$ cat src/rtl/extreme_val_pkg.sv
// Shared constants and the compare rule for the extreme-value tree.
// Values are widened to CMP_W by the caller so one compare serves every entry width.
package extreme_val_pkg;

  localparam logic MODE_MIN = 1'b0;
  localparam logic MODE_MAX = 1'b1;

  // Wide enough for any entry up to 64 bits plus an extension bit.
  localparam int CMP_W = 65;

  // Returns 1 when challenger b strictly beats incumbent a, so ties stay with a.
  function automatic logic cmp_win(
    input logic [CMP_W-1:0] a,
    input logic [CMP_W-1:0] b,
    input logic             mode,
    input logic             signed_en
  );
    logic lt;
    logic gt;
    if (signed_en) begin
      lt = $signed(b) < $signed(a);
      gt = $signed(b) > $signed(a);
    end else begin
      lt = b < a;
      gt = b > a;
    end
    return (mode == MODE_MAX) ? gt : lt;
  endfunction

endpackage

$ cat src/rtl/extreme_val_node.sv
// Combinational compare-select of two {val, idx, vld} children.
// Child a carries the lower index; it keeps the slot unless b strictly beats it.
module extreme_val_node
  import extreme_val_pkg::*;
#(
  parameter int DATA_SZ = 4,
  parameter int IDX_SZ  = 3,
  parameter int SIGNED  = 0
) (
  input  logic [DATA_SZ-1:0] a_val_i,
  input  logic [IDX_SZ-1:0]  a_idx_i,
  input  logic               a_vld_i,
  input  logic [DATA_SZ-1:0] b_val_i,
  input  logic [IDX_SZ-1:0]  b_idx_i,
  input  logic               b_vld_i,
  input  logic               mode_i,
  output logic [DATA_SZ-1:0] y_val_o,
  output logic [IDX_SZ-1:0]  y_idx_o,
  output logic               y_vld_o
);

  logic [CMP_W-1:0] a_ext;
  logic [CMP_W-1:0] b_ext;
  logic             b_wins;

  generate
    if (SIGNED != 0) begin : g_sext
      assign a_ext = CMP_W'($signed(a_val_i));
      assign b_ext = CMP_W'($signed(b_val_i));
    end else begin : g_zext
      assign a_ext = CMP_W'(a_val_i);
      assign b_ext = CMP_W'(b_val_i);
    end
  endgenerate

  always_comb begin
    b_wins  = b_vld_i;
    if (a_vld_i && b_vld_i) begin
      b_wins = cmp_win(a_ext, b_ext, mode_i, SIGNED != 0);
    end
    y_vld_o = a_vld_i | b_vld_i;
    y_val_o = '0;
    y_idx_o = '0;
    if (b_wins) begin
      y_val_o = b_val_i;
      y_idx_o = b_idx_i;
    end else if (a_vld_i) begin
      y_val_o = a_val_i;
      y_idx_o = a_idx_i;
    end
  end

endmodule

$ cat src/rtl/extreme_val_pipe.sv
// Pipelined arg-min/arg-max over N = 2^(LEVEL-1) masked entries, one register stage per tree level.
// Nodes are heap-numbered: root is 1, node n has children 2n and 2n+1, leaves are N..2N-1.
module extreme_val_pipe
  import extreme_val_pkg::*;
#(
  parameter  int LEVEL   = 4,
  parameter  int DATA_SZ = 4,
  parameter  int SIGNED  = 0,
  localparam int N       = 1 << (LEVEL - 1),
  localparam int IDX_SZ  = LEVEL - 1
) (
  input  logic                 clk,
  input  logic                 rst_n,
  input  logic                 in_valid,
  output logic                 in_ready,
  input  logic [N*DATA_SZ-1:0] in_raw,
  input  logic [N-1:0]         in_mask,
  input  logic                 in_mode,
  output logic                 out_valid,
  input  logic                 out_ready,
  output logic [DATA_SZ-1:0]   out_result,
  output logic [IDX_SZ-1:0]    out_idx,
  output logic                 out_found
);

  // Mode is only needed by stages that still feed a later node level.
  localparam int MW = (LEVEL > 2) ? LEVEL - 2 : 1;

  logic [DATA_SZ-1:0] val_q [N-1:1];
  logic [DATA_SZ-1:0] val_d [N-1:1];
  logic [IDX_SZ-1:0]  idx_q [N-1:1];
  logic [IDX_SZ-1:0]  idx_d [N-1:1];
  logic [N-1:1]       vld_q;
  logic [N-1:1]       vld_d;
  logic [LEVEL-1:1]   sv_q;
  logic [MW:1]        mode_q;
  logic               adv;

  assign adv        = !sv_q[LEVEL-1] || out_ready;
  assign in_ready   = adv;
  assign out_valid  = sv_q[LEVEL-1];
  assign out_result = val_q[1];
  assign out_idx    = idx_q[1];
  assign out_found  = vld_q[1];

  genvar gi;
  generate
    for (gi = 1; gi < N; gi++) begin : g_node
      // Stage that registers this node: leaves' parents are stage 1, the root is stage LEVEL-1.
      localparam int K = LEVEL - $clog2(gi + 1);

      logic [DATA_SZ-1:0] a_val, b_val, y_val;
      logic [IDX_SZ-1:0]  a_idx, b_idx, y_idx;
      logic               a_vld, b_vld, y_vld, mode;

      if (2 * gi >= N) begin : g_leaf
        assign a_val = in_raw[(2*gi-N)*DATA_SZ +: DATA_SZ];
        assign b_val = in_raw[(2*gi+1-N)*DATA_SZ +: DATA_SZ];
        assign a_idx = IDX_SZ'(2 * gi - N);
        assign b_idx = IDX_SZ'(2 * gi + 1 - N);
        assign a_vld = in_mask[2*gi-N];
        assign b_vld = in_mask[2*gi+1-N];
        assign mode  = in_mode;
      end else begin : g_inner
        assign a_val = val_q[2*gi];
        assign b_val = val_q[2*gi+1];
        assign a_idx = idx_q[2*gi];
        assign b_idx = idx_q[2*gi+1];
        assign a_vld = vld_q[2*gi];
        assign b_vld = vld_q[2*gi+1];
        assign mode  = mode_q[K-1];
      end

      extreme_val_node #(
        .DATA_SZ(DATA_SZ),
        .IDX_SZ (IDX_SZ),
        .SIGNED (SIGNED)
      ) u_node (
        .a_val_i(a_val),
        .a_idx_i(a_idx),
        .a_vld_i(a_vld),
        .b_val_i(b_val),
        .b_idx_i(b_idx),
        .b_vld_i(b_vld),
        .mode_i (mode),
        .y_val_o(y_val),
        .y_idx_o(y_idx),
        .y_vld_o(y_vld)
      );

      assign val_d[gi] = y_val;
      assign idx_d[gi] = y_idx;
      assign vld_d[gi] = y_vld;
    end
  endgenerate

  // Global stall: every stage, including bubbles, moves together only when adv is high.
  always_ff @(posedge clk or negedge rst_n) begin
    if (!rst_n) begin
      sv_q   <= '0;
      mode_q <= '0;
      vld_q  <= '0;
      for (int n = 1; n < N; n++) begin
        val_q[n] <= '0;
        idx_q[n] <= '0;
      end
    end else if (adv) begin
      sv_q[1]   <= in_valid;
      mode_q[1] <= in_mode;
      for (int k = 2; k < LEVEL; k++) sv_q[k] <= sv_q[k-1];
      for (int k = 2; k <= MW; k++) mode_q[k] <= mode_q[k-1];
      vld_q <= vld_d;
      for (int n = 1; n < N; n++) begin
        val_q[n] <= val_d[n];
        idx_q[n] <= idx_d[n];
      end
    end
  end

endmodule

$ cat config.mk
export PLATFORM = sky130hd
export DESIGN_NAME = extreme_val_pipe
export DESIGN_NICKNAME = d
export VERILOG_FILES = /design/src/rtl/extreme_val_pkg.sv /design/src/rtl/extreme_val_node.sv /design/src/rtl/extreme_val_pipe.sv
export SDC_FILE = /design/constraint.sdc
export NUM_CORES = 1
export LEC_CHECK = 0
export BUFFER_PORTS_ARGS = -buffer_cell sky130_fd_sc_hd__buf_4
export CORE_ASPECT_RATIO = 0.6
export CORE_MARGIN = 3
export CORE_UTILIZATION = 37
export CTS_CLUSTER_DIAMETER = 30
export DETAILED_ROUTE_END_ITERATION = 10
export PLACE_DENSITY = 0.67
export SKIP_LAST_GASP = 1
export SYNTH_ARGS = -nofsm -noshare
export SYNTH_HDL_FRONTEND = slang
export SYNTH_SLANG_ARGS = --single-unit
$ cat constraint.sdc
create_clock -name clk -period 4.95 [get_ports clk]
set_input_delay 0.99 -clock clk [delete_from_list [all_inputs] [get_ports clk]]
set_output_delay 0.99 -clock clk [all_outputs]
set_load 0.01 [all_outputs]
==> results.md <==
- Hpwl dp: between 7 and 8 mm
- # setup viols final: 0
- Util after Layout: 0.462
- Total Die Area: 11400 µm²
- Total track usage: 0.169
- Die height: 83.7 µm
- Global-route wire length before repair: 15.8 mm
- # IOs: 55
- Sequential share of power: 0.364
- CP Capture Type: output port
- Number of detailed-route iterations in the first pass: 5
- Busiest grt layer: met1
- Post-synth cell types: 34
- Period utilization: 0.544
- WL final: around 9.3 mm
- Final hold violation count: 0
- VDD IR max: 0.170 mV
- DR iter-0 viols: between 200 and 250
- Clock latency on the worst-skew pair: 0.30 ns
- Pwr Density: 482 nW/µm²
- H-tree levels: 2
- WP data required: 3.96 ns
- Slew HR: 0.500
- Die width: about 140 µm
- Max-Cap Viols: 0
- ANT cells: 0
- Core Region: approximately 9500 µm²
- Vias in the first global route: approximately 3300
- Mapped cell area: 3730 µm²
- Starting Density: 0.393
- Row Count: 27
- Seq cells post-synth: between 50 and 60
- Post-route setup TNS: 0 ns
- Via count: around 3300
- Postcts setup bufs: 0
- Switching Power: between 0.8 and 0.9 mW
- Post-Synth XOR/XNOR Area: 0
- Synth Area in Simple Gates: 0.193
- Combinational group share of total power: 0.436
- Routed len/inst: between 15 and 20 µm
- Num Clock Sinks: 55
- GP Congestion: ~0.9
- CTS tree: done
- RSZ-0062 raised after global routing: false
- Nets: between 500 and 600
- Worst setup SP type: primary input
- Root Buffer: clkbuf_16
- Fin. max-slew vios: 0
- Worst slew pin tran: 0.750 ns
- Vias per cell: between 5 and 6
- CTS resizes: 0
- Largest net degree at the start of global routing: 84
- Critical setup path kind: in2out
- Placement Setup Slack: approximately 2.2 ns
- Clk buf depth: 2
- CTS Buf Count: 5
- Met1 usage: 0.249
- Detail Route Antenna Nets: 0
- Final WS setup: ~2.3 ns
- Avg Cell Area, Syn: ~9 µm²
- Met3 Use GR: 0.0440
- M2 GR Usage: 0.242
- Post-Synthesis Cells: a little over 400
- CP max FO: 27
- Largest family of logic cells by synthesized area: compound AO/OA/AOI/OAI gates
- Sw Ratio: 0.410
- GR Overflow Total: 0
- Ys Warns: 0
- Synth Area in Compound Gates: 0.275
- Mapped Nets: 486
- Post-layout min period: 2.69 ns
- Layout cells sized above 1: 0.194
- Critical Path AT: roughly 1.7 ns
- Achievable Freq: around 370 MHz
- Clk pwr share: 0.199
- # DRC: 0
- Hold crit path type: reg2reg
- Area delta synth->final: 17.6%
- Status: completed
- Post-CTS Hold Buffers: 0
- I/O Buffers: 54
- Lkg Pwr: around 2 nW
- Initial antenna violation count: 0
- Clk slew on worst S/H paths: 0.08 ns
- Number of fill cells: roughly 940
- Internal: about 1.2 mW
- Worst Skew: between 0.004 and 0.005 ns
- Mux share of post-synthesis cell area: 0
- Sequential share of the synthesized area: 0.369
- Synth Area in Adders: 0.0940
-- flip-flops by register name, indices dropped and copies added (netlist names) --
register	count
sv_q	3
g_node.a_val	12
g_node.a_idx	5
g_node.b_idx	7
mode_q	2
g_node.b_val	12
out_result	4
out_idx	3
vld_q	7
-- layout by cell type, fill, tap and decap left out, drive strengths merged --
| cell type | count |
|---|---|
| nand3 | 6 |
| o21ai | 14 |
| and4b | 7 |
| a31oi | 30 |
| a41oi | 9 |
| ha | 28 |
| bufinv | 1 |
| or3 | 3 |
| and3 | 3 |
| nand2 | 33 |
| o211a | 7 |
| dfrtp | 55 |
| nor2b | 10 |
| nand2b | 1 |
| nand4 | 42 |
| o31ai | 7 |
| inv | 42 |
| clkbuf | 5 |
| o211ai | 38 |
| o21a | 6 |
| a21oi | 15 |
| o2111ai | 4 |
| nor2 | 30 |
| buf | 56 |
| a21o | 1 |
-- through the flow --
| stage | instances | hold slack, ns | power, mW | area, µm² |
|---|---|---|---|---|
| floorplan | 413 | 0.430 | 1.41 | 3730 |
| global placement | 575 | 0.442 | 1.67 | 4210 |
| detailed placement | 575 | 0.450 | 1.70 | 4210 |
| CTS | 583 | 0.468 | 2.13 | 4380 |
| global route | 583 | 0.498 | 2.29 | 4380 |
| finish | 583 | 0.469 | 2.11 | 4380 |
-- metal layers --
| layer | up-vias | part of all wire |
|---|---|---|
| li1 | 1648 | - |
| met1 | 1605 | 0.52 |
| met2 | 85 | 0.42 |
| met3 | 8 | 0.055 |
| met4 | 0 | 0.0097 |
| met5 | - | 0 |
-- cells by family after synthesis --
logic type / Yosys count
flip-flops: 55
AND/OR/NAND/NOR: 135
AO/OA/AOI/OAI: 131
adder cells (fa/ha/maj): 28
buffers and inverters: 64
-- cell usage after synthesis --
cell / count / area share
dfrtp_1: 55 / 0.37
nand4_1: 41 / 0.069
inv_1: 39 / 0.039
o211ai_1: 38 / 0.077
nand2_1: 33 / 0.033
a31oi_1: 30 / 0.050
nor2_1: 30 / 0.030
ha_1: 28 / 0.094
clkbuf_1: 17 / 0.017
o21ai_0: 12 / 0.016
nor2b_1: 9 / 0.015
a21oi_1: 8 / 0.011
and4b_1: 7 / 0.019
o211a_1: 7 / 0.019
o31ai_2: 7 / 0.024
a21oi_2: 6 / 0.014
nand3_1: 6 / 0.0081
o21a_1: 6 / 0.012
buf_2: 5 / 0.0067
a41oi_1: 4 / 0.0094
a41oi_2: 4 / 0.017
o2111ai_1: 4 / 0.0094
and3_1: 3 / 0.0050
or3_1: 3 / 0.0050
o21ai_1: 2 / 0.0027
a21o_1: 1 / 0.0020
a21oi_4: 1 / 0.0044
a41oi_4: 1 / 0.0074
buf_6: 1 / 0.0030
clkbuf_2: 1 / 0.0013
inv_2: 1 / 0.0010
nand2b_1: 1 / 0.0017
nand4_2: 1 / 0.0034
nor2b_4: 1 / 0.0037
-- power by group through the flow --
stage / combinational, mW / clock, mW / sequential (mW)
3_3_place_gp: 0.893 / 0 / 0.773
2_1_floorplan: 0.702 / 0 / 0.712
3_5_place_dp: 0.921 / 0 / 0.777
5_1_grt: 1.04 / 0.454 / 0.795
6_report: 0.921 / 0.421 / 0.770
4_1_cts: 0.924 / 0.434 / 0.769
-- worst paths after layout --
path                                     from                  to  slack [ns]  depth (start not counted)
hold reg to reg                       sv_q[2]             sv_q[2]        0.47                          2
setup reg to reg           g_node[1].b_val[3]          out_idx[1]        2.92                          6
hold / removal                        sv_q[2]             sv_q[2]        0.47                          2
max in group asynchronous               rst_n  g_node[3].b_val[3]        3.77                          1
setup / recovery                    out_ready            in_ready        2.26                          5
min in group asynchronous               rst_n  g_node[2].a_val[1]        0.74                          1
-- layout make-up --
cell class                      instances  area, µm²  share of cell area
Clock buffer                            5        125              0.0286
Clock inverter                          3       50.0              0.0114
Inverter                               40        150              0.0343
Multi-Input combinational cell        294       2100               0.479
Sequential cell                        55       1380               0.314
Tap cell                              130        163              0.0371
Timing Repair Buffer                   56        420              0.0959
-- critical path, cell delays in order --
cell and delay (ns):
buf_4 0.11, nor2b_2 0.09, buf_4 0.30, inv_2 0.06
buf_4 0.15
Power figures use the tool's default switching activity.
